===== config.mk =====
export PLATFORM = sky130hd
export DESIGN_NAME = dpram_burst_reader
export DESIGN_NICKNAME = d
export VERILOG_FILES = /design/src/rtl/dpram_burst_reader.sv
export SDC_FILE = /design/constraint.sdc
export NUM_CORES = 1
export LEC_CHECK = 0
export CAP_MARGIN = 40
export CORE_MARGIN = 2
export CORE_UTILIZATION = 50
export CTS_BUF_LIST = sky130_fd_sc_hd__clkbuf_8
export CTS_CLUSTER_SIZE = 8
export DETAILED_ROUTE_END_ITERATION = 10
export MAX_ROUTING_LAYER = met4
export PLACE_DENSITY = 0.79
export SLEW_MARGIN = 20
export SYNTH_ARGS = -nofsm -noshare
export SYNTH_HDL_FRONTEND = slang
export SYNTH_SLANG_ARGS = --single-unit

===== constraint.sdc =====
create_clock -name clk -period 2.16 [get_ports clk]
set_input_delay 0.432 -clock clk [delete_from_list [all_inputs] [get_ports clk]]
set_output_delay 0.432 -clock clk [all_outputs]
set_load 0.02 [all_outputs]

===== src/rtl/dpram_burst_reader.sv =====
`default_nettype none
// ============================================================================
// Module   : dpram_burst_reader
// Brief    : Streams a contiguous burst of words out of the DPRAM read port
//            as a valid/ready stream with last-beat tag and done pulse.
// Revision : 1.0 - initial release
// ============================================================================
module dpram_burst_reader #(
    parameter int AW = 8,
    parameter int DW = 16
) (
    input  logic          clk,
    input  logic          rst,
    input  logic          start,
    input  logic [AW-1:0] base_addr,
    input  logic [AW:0]   length,
    output logic          ram_en,
    output logic          ram_we,
    output logic [AW-1:0] ram_addr,
    input  logic [DW-1:0] ram_rdata,
    output logic          out_valid,
    input  logic          out_ready,
    output logic [DW-1:0] out_data,
    output logic          out_last,
    output logic          busy,
    output logic          done
);

    localparam logic [1:0] S_IDLE  = 2'd0;
    localparam logic [1:0] S_RUN   = 2'd1;
    localparam logic [1:0] S_DRAIN = 2'd2;
    localparam logic [1:0] S_FIN   = 2'd3;

    localparam logic [AW:0] c_ZERO = '0;
    localparam logic [AW:0] c_ONE  = {{AW{1'b0}}, 1'b1};

    logic [1:0]    r_state;
    logic [AW-1:0] r_base;
    logic [AW:0]   r_length;
    logic [AW:0]   r_issued;
    logic          r_inflight;
    logic          r_inflight_last;

    logic [DW-1:0] r_mem [0:1];
    logic [1:0]    r_last;
    logic          r_wptr;
    logic          r_rptr;
    logic [1:0]    r_count;

    logic          w_push;
    logic          w_pop;
    logic [2:0]    w_occ;
    logic [2:0]    w_cap;

    assign w_push    = r_inflight;
    assign out_valid = (r_count != 2'd0);
    assign w_pop     = out_valid && out_ready;
    assign out_data  = r_mem[r_rptr];
    assign out_last  = out_valid && r_last[r_rptr];

    // Credit: buffered plus in-flight words, less the one leaving now, must stay below 2.
    assign w_occ  = {1'b0, r_count} + {2'b00, r_inflight};
    assign w_cap  = 3'd2 + {2'b00, w_pop};
    assign ram_en = (r_state == S_RUN) && (r_issued < r_length) && (w_occ < w_cap);

    assign ram_we   = 1'b0;
    assign ram_addr = r_base + r_issued[AW-1:0];
    assign busy     = (r_state != S_IDLE);
    assign done     = (r_state == S_FIN);

    always_ff @(posedge clk or posedge rst) begin
        if (rst) begin
            r_state         <= S_IDLE;
            r_base          <= '0;
            r_length        <= '0;
            r_issued        <= '0;
            r_inflight      <= 1'b0;
            r_inflight_last <= 1'b0;
        end else begin
            r_inflight      <= ram_en;
            r_inflight_last <= (r_issued == r_length - c_ONE);
            case (r_state)
                S_IDLE: begin
                    if (start) begin
                        r_base   <= base_addr;
                        r_length <= length;
                        r_issued <= '0;
                        r_state  <= (length == c_ZERO) ? S_FIN : S_RUN;
                    end
                end
                S_RUN: begin
                    if (ram_en) begin
                        r_issued <= r_issued + c_ONE;
                    end
                    if (r_issued == r_length) begin
                        r_state <= S_DRAIN;
                    end
                end
                S_DRAIN: begin
                    // Leave as soon as the final word is accepted on this edge.
                    if (!r_inflight && (r_count == 2'd0 || (r_count == 2'd1 && w_pop))) begin
                        r_state <= S_FIN;
                    end
                end
                S_FIN: begin
                    r_state <= S_IDLE;
                end
                default: begin
                    r_state <= S_IDLE;
                end
            endcase
        end
    end

    always_ff @(posedge clk or posedge rst) begin
        if (rst) begin
            r_mem[0] <= '0;
            r_mem[1] <= '0;
            r_last   <= '0;
            r_wptr   <= 1'b0;
            r_rptr   <= 1'b0;
            r_count  <= 2'd0;
        end else begin
            if (w_push) begin
                r_mem[r_wptr]  <= ram_rdata;
                r_last[r_wptr] <= r_inflight_last;
                r_wptr         <= ~r_wptr;
            end
            if (w_pop) begin
                r_rptr <= ~r_rptr;
            end
            case ({w_push, w_pop})
                2'b10:   r_count <= r_count + 2'd1;
                2'b01:   r_count <= r_count - 2'd1;
                default: r_count <= r_count;
            endcase
        end
    end

endmodule
`default_nettype wire


==> results of run 1 <==
-- state kept, by name (all words and copies together) (netlist names) --
| name | cells |
|---|---|
| r_inflight | 1 |
| r_state | 2 |
| r_last | 2 |
| r_count | 2 |
| r_wptr | 1 |
| r_inflight_last | 1 |
| r_issued | 9 |
| r_length | 9 |
| r_base | 8 |
| r_mem | 32 |
| r_rptr | 1 |
-- logic make-up after synthesis --
kind of cell,after synthesis,synth area share
multiplexers,69,0.194
XOR/XNOR,23,0.0505
buffers and inverters,36,0.0452
adder cells (fa/ha/maj),28,0.0897
AND/OR/NAND/NOR,73,0.105
flip-flops,68,0.427
other,1,0.000940
AO/OA/AOI/OAI,49,0.0875
-- final timing paths --
kind	from	to	cells after the start
setup / recovery	r_base[1]	ram_addr[7]	8
hold / removal	rst	r_mem[3]	2
setup reg to reg	r_issued[6]	r_issued[8]	9
hold reg to reg	r_mem[6]	r_mem[6]	1
max in group asynchronous	rst	r_rptr	3
min in group clk	r_mem[6]	r_mem[6]	1
-- where the power goes --
group,internal [mW],switching [mW]
Sequential,1.87,0.359
Combinational,2.87,2.63
Clock,0.765,0.509
Total,5.51,3.50
-- metal layers --
metal | track usage | vias to the layer above | part of all wire
met5 | - | - | 0
met2 | 0.393 | 107 | 0.51
li1 | - | 1498 | -
met4 | 0.0748 | 0 | 0.023
met1 | 0.267 | 1573 | 0.42
met3 | 0.0483 | 22 | 0.050
-- synth_stat cells (all sizes together), types with 2 or more instances --
cell type and n:
nand3 5, nor4 2, a21o 4, or3 2, and4 2, nor2b 2
nor3 7, dfrtp 68, inv 26, mux2 67, and3 6, buf 5
ha 27, xor2 6, nand4 2, or4 2, a221o 4, nand2 16
xnor2 17, a211o 3, nand2b 3, o41ai 2, mux2i 2, a21oi 13
and3b 5, nor2 15, clkbuf 4, o21ai 11
-- repair_timing --
action                     CTS  global route
gates resized for setup     82            25
hold buffers                 0             0
pin swaps                    7            15
setup endpoints to repair   36            18
buffers inserted             7             8
-- critical path: stages, from the launching register on --
cell	delay, ns
dfrtp_1	0.39
ha_1	0.30
a21o_1	0.18
a21oi_2	0.16
nor2b_1	0.06
o21a_1	0.21
o41ai_4	0.26
xnor2_2	0.15
buf_4	0.15
-- area by class of cell --
class,instances,area [µm²],share of cell area
Multi-Input combinational cell,243,2300,0.408
Sequential cell,68,1700,0.302
Timing Repair Buffer,128,1170,0.207
Tap cell,102,128,0.0226
Clock buffer,9,124,0.0220
Clock inverter,7,115,0.0204
Inverter,26,100,0.0177
-- through the flow --
step,utilization,power [mW],setup slack (ns)
6_report,0.730,9.01,-0.496
5_1_grt,0.730,9.62,-0.594
4_1_cts,0.707,8.68,-0.520
3_5_place_dp,0.663,7.40,-0.627
3_3_place_gp,0.663,7.23,-0.591
2_1_floorplan,-,5.36,-0.0138
==> impl.org, run 1 <==
** Synth
- Distinct cells, synth :: between 50 and 60
- Cell area after synthesis :: 3990 µm²
- Top cell type by total area after synthesis :: dfrtp_1
- Most used flip-flop cell after synthesis :: dfrtp_1
- Top cells by area, synth :: dfrtp_1 43%, mux2_2 19%, ha_1 8.5%
- Of the post-synthesis cell area, the dominant cell type holds 0.427.
- Sequential-to-total area share from yosys stat :: 0.427
- Post-synth EDFFs :: 0
- In this run the mean area of a mapped cell was 11.5 µm².
- Async SR Flop Fraction :: 1.00
- Counting every net in the synthesized netlist gives 412.
- After technology mapping, the gate count stands at 347.
- Flops & latches, synth :: 68
- The Yosys step of the flow raised 0 warnings.

** Clock tree
- Clock latency on the worst-skew pair, taken at its later pin, is 0.35 ns.
- The tree built by TritonCTS fans out to 68 sinks.
- TritonCTS built the clock tree.
- Buffer type at the clock tree root :: clkbuf_8
- Clk slew on worst S/H paths :: 0.07 ns
- The H-tree was split into 3 levels.
- Number of buffers created by CTS :: 9
- Counting along the longest clock path gives a buffer depth of 2.

** Route
- Via-to-Cell Ratio :: 5.49
- Summing over every cut layer, the via total after detailed routing is 3200.
- Drc violations :: 0
- Detailed Route WL :: 9.47 mm
- Routed wire per std cell :: 16.2 µm
- Post-route antenna net violation count :: 0
- The pre-antenna-repair detailed-routing pass consisted of 4 iterations.
- Initial drt markers :: 215

** Die
- Number of ports placed on the die boundary :: 67
- The initialized floorplan defines 32 standard-cell rows.
- The die covers 8710 µm².
- Starting utilization of the core area :: 0.516
- In this run the horizontal extent of the chip is 93.3 µm.
- In this run the standard cell core region covers 7730 µm².
- Chip height :: just over 90 µm

** Timing
- Portion of the clock cycle consumed by the worst path in the final layout :: 1.23
- Number of pins exceeding their max-slew limit in the final report :: 0
- Final total negative setup slack :: -3.16 ns
- Relative max-transition margin :: 0.647
- The count of endpoints failing hold in the final timing report came to 0.
- Setup repair after global routing could not meet its margin everywhere.
- Timing would allow up to roughly 380 MHz.
- Setup slack on the critical path of the routed design comes to -0.496 ns.
- For the pin with the worst max-slew slack, the measured transition is 0.529 ns.
- For the finished layout, the period the worst path requires is 2.66 ns.
- Worst hold-check slack :: 0.437 ns
- Setup Skew :: ~0.0062 ns
- Final-report setup violation count :: 16

** Critical path
- Register-to-register path setup slack :: -0.19 ns
- For the worst setup path, the data arrival time is approximately 2.2 ns.
- Type of the worst setup path :: reg2out
- Critical Path Sink Type :: output pin
- Data on the critical path is required at its endpoint by approximately 1.7 ns.
- Largest fanout of any net on the critical path :: 2
- The worst setup path is launched from a register.

** Placed design
- The count of buffers added on input and output ports is 65.
- After detailed placement, the design holds a cell count of 554.
- Summing all placed instances gives a cell area of 5130 µm².
- Detailed placer's ending HPWL :: 6.66 mm
- Final estimated routing congestion in global placement :: 0.912

** Job
- Across the run, the number of max-cap violations was 0.

** Finish
- From synthesis to final layout, the design area changed by 41.5%.
- Total number of nets in the final design :: between 500 and 600
- After routing the design area is 5640 µm².
- The number of antenna diodes in the final layout is 0.
- For this run, the number of standard cells in the final layout without fillers is 583.
- In the layout the commonest cells are 67 x mux2_2, 67 x dfrtp_1, 58 x buf_4.
- Share of final-layout standard cells stronger than drive strength 1 :: 0.397
- The filler cells instantiated in the layout total 520.

** Power and ir drop
- Power spread over the standard cell area amounts to between 1500 and 2000 nW/µm².
- Leakage Power :: 2.68 nW
- IR analysis of the VDD net gives a maximum drop of 1160 µV.

** Worst hold path
- In this run the worst hold path is classified as in2async.

** Status
- Result of the run :: complete, but fails checks
- The final reports fail on negative setup slack.

** GRT
- Global Route Usage Sum :: 0.228
- Entering global routing, the biggest net connects 26 pins.
- The number of antenna violations at the first check in global routing came to 0.
- Wire length of the first global-routing pass :: between 15 and 20 mm
- Summed over all layers, the global routing overflow is 0.
- The via count of the first global-routing pass was 3220.
No activity file was read; power rests on OpenSTA's default activity.
==> run 2, diff against run 1 <==
--- a/config.mk
+++ b/config.mk
@@ -7,12 +7,11 @@
 export LEC_CHECK = 0
 export CAP_MARGIN = 40
 export CORE_MARGIN = 2
-export CORE_UTILIZATION = 50
-export CTS_BUF_LIST = sky130_fd_sc_hd__clkbuf_8
+export CORE_UTILIZATION = 45
 export CTS_CLUSTER_SIZE = 8
 export DETAILED_ROUTE_END_ITERATION = 10
 export MAX_ROUTING_LAYER = met4
-export PLACE_DENSITY = 0.79
+export PLACE_DENSITY = 0.72
 export SLEW_MARGIN = 20
 export SYNTH_ARGS = -nofsm -noshare
 export SYNTH_HDL_FRONTEND = slang
==> impl.org, run 2 (synthesized netlist as in run 1, its figures left out) <==
** Clock tree
- Buffer type at the clock tree root :: clkbuf_8
- The clock drives 68 sinks.
- The clock tree synthesis step divided the H-tree into 3 levels.
- Clock tree from TritonCTS :: built
- The clock passes through at most 2 buffers.
- After clock tree synthesis, the clock-pin slew on the worst setup and hold paths is 0.09 ns.
- Number of buffers created by CTS :: 9
- Insertion delay to the later sink of the worst-skew pair :: about 0.35 ns
- # hold bufs at CTS :: 0

** Finish
- Biggest register :: r_mem
- Leading registers by flop count :: r_mem x32, r_issued x9, r_length x9
- Most common cell after layout, fill and taps aside :: dfrtp_1
- Final core utilization :: 0.647
- Final standard cell count with taps included and fillers excluded :: 588
- In the final layout, the share of cells above drive strength 1 is 0.400.
- Total number of nets in the final design :: 540
- Fill cell count :: 698
- The repair_antennas step left the layout with diodes totalling 0.
- Number of flip-flops in the largest register :: 32
- The library cells used most frequently in the layout, excluding fill and tap cells, are 68 x dfrtp_1, 67 x mux2_2, 51 x buf_4.
- Area growth from synthesis to final layout :: 40.2%

** Worst hold path
- The path class of the tightest hold or removal check is in2async.

** Placed design
- Placed cells :: between 500 and 600
- The HPWL after detailed placement is approximately 6.4 mm.
- Routability-driven placement finished with a final weighted congestion of 0.889.
- Number of buffers added on ports :: 65
- Pre-CTS setup slack :: -0.645 ns

** Timing
- Portion of the clock cycle consumed by the worst path in the final layout :: 1.22
- Number of pins exceeding their max-slew limit in the final report :: 0
- Setup repair after global routing could not meet its margin everywhere.
- Between clock sinks in the finished design, the worst skew comes to 0.0121 ns.
- Setup violations remaining at the end of the flow were counted as 16.
- Max Clock Freq :: around 380 MHz
- Hold timing on the final database bottoms out at a slack of 0.477 ns.
- Fin worst setup slack :: -0.485 ns
- Subtracting the final worst setup slack from the clock period gives 2.64 ns.
- The count of endpoints failing hold in the final timing report was 0.

** Route
- The first detailed-routing pass took 4 iterations.
- The detailed router finished its first iteration with 137 violations.
- Via count of the routed design :: 3141
- Detailed Route WL :: 9.37 mm
- Using the TritonRoute via totals, the vias-per-cell ratio works out to 5.34.
- Once detail routing completed, the nets flagged for antenna violations numbered 0.
- In the routed design, unresolved DRC markers number 0.
- In the final routed layout, each cell accounts on average for 15.9 µm.

** GRT
- Wire length of the first global-routing pass :: around 16 mm
- Initial antenna violation count :: 0
- Number of global-route vias before repair :: 3265
- Global Route Usage Sum :: 0.209
- Maximum number of pins on one net before global-route repair :: 69
- Summed over all layers, the global routing overflow is 0.

** Status
- Result of the run :: complete, but fails checks
- Violations in the final reports :: negative setup slack

** Critical path
- Cell with the largest stage delay on the worst path :: dfrtp_1
- Max stage delay on crit path :: 0.39 ns
- Together, buffers and inverters on the worst path number 1.
- The setup path with the least slack is of type reg2out.
- STA classifies the critical path endpoint as an output pin.
- Largest fanout of any net on the critical path :: 2
- Grouping stages by cell kind, the critical path spends the most delay in compound AO/OA/AOI/OAI gates.
- STA classifies the critical path startpoint as a register.
- Data on the critical path is required at its endpoint by around 1.7 ns.
- STA puts the critical path data arrival time at about 2.2 ns.
- Traced cell by cell, the critical path runs through ha_1, a21o_1, a21oi_2, nor2b_1, o21a_1, o41ai_4, xnor2_2, buf_4.

** Die
- Number of placement rows :: 34
- Chip height :: ~98 µm
- The floorplan step defined a die boundary enclosing 9630 µm².
- Number of ports placed on the die boundary :: 67
- Core Region :: between 8000 and 9000 µm²
- For this configuration, the core starts out at a cell density of 0.462.
- Chip width :: 98.1 µm

** Job
- MaxCap Viol Count :: 0

** Power and ir drop
- Dividing total power by cell area gives a power density of approximately 1600 nW/µm².
- Leakage Power :: around 2.6 nW
- Peak supply drop :: slightly above 900 µV
-- run 2: cell count changes in the layout (fill, tap and decap cells not counted), sizes merged --
| cell | change |
|---|---|
| buf | -1 |
| dlygate4sd2 | +1 |
| bufinv | -2 |
| dlymetal6s2s | -1 |
| clkinvlp | +2 |
-- run 2: worst paths after layout --
path / end / from / cells past startpoint / slack [ns]
worst min-delay path: r_issued[6] / rst / 3 / 0.48
max in group asynchronous: r_mem[16] / rst / 3 / 1.40
worst min register to register: r_wptr / r_wptr / 1 / 0.50
worst max-delay path: ram_addr[7] / r_base[1] / 8 / -0.48
min in group clk: r_wptr / r_wptr / 1 / 0.50
worst max register to register: r_issued[8] / r_issued[1] / 12 / -0.30
-- run 2: per-stage QoR --
stage / total power [mW] / area (µm²) / TNS [ns]
after floorplan: 5.36 / 4020 / -0.0271
after global placement: 7.27 / 5110 / -4.16
after detailed placement: 7.41 / 5110 / -4.25
after CTS: 8.61 / 5500 / -2.24
after global routing: 9.38 / 5590 / -5.34
final: 8.77 / 5590 / -4.05
-- run 2: timing repair --
action / CTS / global route
pin swaps: 16 / 17
resized for setup: 95 / 18
buffers inserted: 10 / 5
gates cloned: 0 / 0
endpoints found under the setup margin: 36 / 19
-- run 2: final cells by class --
| cell class | count | area [µm²] | share of cell area |
|---|---|---|---|
| multi-input combinational | 243 | 2300 | 0.411 |
| inverter | 26 | 97.6 | 0.0175 |
| sequential | 68 | 1700 | 0.304 |
| tap | 108 | 135 | 0.0242 |
| timing repair buffer | 127 | 1160 | 0.208 |
| clock buffer | 9 | 124 | 0.0222 |
| clock inverter | 7 | 75.1 | 0.0134 |
-- run 2: worst reg2reg max path, delay by kind of cell (launching register included) --
kind                       cells  cell delay, ns
and+or+nand+nor                4            0.77
DFF                            1            0.40
AOI/OAI and AO/OA              2            0.27
adders and majority gates      1            0.27
buffers and inverters          5            0.63
-- run 2: layer usage --
metal	track usage	vias to the layer above	wire length (µm)
met3	0.0494	28	482
li1	-	1492	-
met2	0.340	97	4640
met1	0.253	1524	4000
met4	0.0790	0	236
met5	-	-	0
-- run 2: power breakdown --
part	internal, mW	total, mW	switching [mW]
Sequential	1.87	2.20	0.331
Clock	0.539	1.08	0.546
Combinational	2.85	5.49	2.63
==> patch, RTL diff (flow settings as in run 2) <==
`AW`: 8 -> 7.
--- a/src/rtl/dpram_burst_reader.sv
+++ b/src/rtl/dpram_burst_reader.sv
@@ -6,7 +6,7 @@
 // Revision : 1.0 - initial release
 // ============================================================================
 module dpram_burst_reader #(
-    parameter int AW = 8,
+    parameter int AW = 7,
     parameter int DW = 16
 ) (
     input  logic          clk,
Ports: changed (resized base_addr, length and ram_addr); port bits go from 67 to 64. The function was not compared with the original's and may differ.
==> patch against run 2 <==
The flow still finishes with violations (negative setup slack). Sequential cell count is 3 lower. Maximum frequency is 6.1% higher. Final area is 5.7% lower. Via count is 6.4% lower. Clock power is 31% higher. First-iteration DRC count is 39% lower. Worst setup slack better by 0.15 ns. Combinational power is 0.7% lower. Area after synthesis is 6.0% lower. Non-clock buffer count is 6 lower. Die area is 5.8% lower. Critical path depth is 2 higher. Routed wire length is 6.2% lower. Total power is 3.0% higher. Largest cell class unchanged.
==> patch: results (changes against run 2) <==
[status]
status=complete, but fails checks
violations=negative setup slack

[detailed_routing]
wl_um=8785  ; -6.2%
wl_met2_um=4454  ; -4.0%
first_iter_violations=84  ; -39%
viasPerCell=5.338  ; about the same
wirelength_met1_um=3740  ; -6.6%

[layout]
n_all_buffers=121  ; -4.7%
multiInputGateArea_mm2=0.002073  ; -9.7%
reg.largest.list=r_mem: 32 flops, r_issued: 8 flops, r_length: 8 flops
syn_to_final_growth_pct=40.59
nets=502  ; -7.0%
n_fill_cell=628  ; -10%
sh_seq_area_pct=30.89  ; +0.44 points
inv_count=25  ; -3.8%
drive_gt1_share_pct=40.81  ; +0.81 points
clkCellAreaFrac_pct=5.223  ; +1.7 points
buf_share_pct=20.28  ; -0.48 points
num-multi-input-gates=219  ; -9.9%
n_clock_buffer=10  ; +1

[yosys]
synthMuxAreaShare_pct=20.06  ; +0.64 points
netlist_top_cells_area=dfrtp_1 (43%), mux2_2 (20%), ha_1 (8.3%)
synth_common_cells=dfrtp_1 (65), mux2_2 (65), ha_1 (25), inv_1 (25), xnor2_1 (13)
synth_adder_area_share_pct=8.879  ; -0.095 points
synth_nets=383  ; -7.0%
synth_compound_area_share_pct=9.279  ; +0.52 points
ys_seq_area_share_pct=43.39  ; +0.72 points
synth_xor_area_share_pct=4.907  ; -0.15 points

[global_route]
grt_pass1_vias=3021  ; -7.5%
grt_pass1_wl_um=14350  ; -8.1%
grt_usage_pct=21.26  ; +0.40 points
met1_usage_pct=25.38  ; +0.13 points
grt_max_degree=33  ; -52%
grtUsageMet3_pct=4.585  ; -0.35 points
met2_usage_pct=35.56  ; +1.5 points

[placement]
hpwlAfterDp_um=6265  ; -1.9%
port_buffers=62  ; -4.6%
place_ws_ns=-0.4950  ; +0.1504 ns
place_congestion=0.8434  ; -5.2%
placed_cell_area_mm2=0.004846  ; -5.2%

[pwr]
ir_worst_vdd_mv=1.222  ; +31%
switching_share_pct=38.65  ; -1.4 points
pwr_density_cell_mw_per_mm2=1713  ; +9.2%
powerClk_w=0.00142  ; +31%

[worst_setup_path]
r2r_slack_ns=-0.20  ; +0.10 ns
slowest_delay_ns=0.37  ; -0.02 ns
arrival_ns=2.06  ; -0.15 ns
r2r-start=r_count[0]$_DFFE_PP0P_
reg2regPathDepth=9  ; -3
path_delay_family=adder cells
r2r-end=r_issued[7]$_DFFE_PP0P_

[sta]
setup_ws_ns=-0.3338  ; +0.1512 ns
skew_ns=0.008393  ; -0.003658 ns
finalSetupViolCount=12  ; -4

[cts]
cts.path.max_buffers=2  ; unchanged
clock_sinks=65  ; -4.4%

## patch: per-stage QoR
step	std cells	hold WS [ns]
6_report	551	0.3933
5_1_grt	551	0.4253
4_1_cts	554	0.3970
3_5_place_dp	528	0.4857
3_3_place_gp	528	0.4811
2_1_floorplan	322	0.4634
## patch: what timing repair did
action	in CTS	in global routing
pin swaps	22	16
gates cloned	0	0
gates resized for setup	80	11
endpoints found under the setup margin	34	17
buffers inserted	10	1
## patch: worst max path at each step
stage	startpoint	endpoint	slack, ns	cells after the start
floorplan	r_issued[0]$_DFFE_PP0P_	ram_addr[6]	-0.04	9
global placement	out_ready	ram_en	-0.48	6
detailed placement	out_ready	ram_en	-0.50	6
CTS	r_issued[0]$_DFFE_PP0P_	ram_addr[6]	-0.36	10
global route	r_issued[0]$_DFFE_PP0P_	ram_addr[6]	-0.46	10
finish	r_issued[0]$_DFFE_PP0P_	ram_addr[6]	-0.33	10
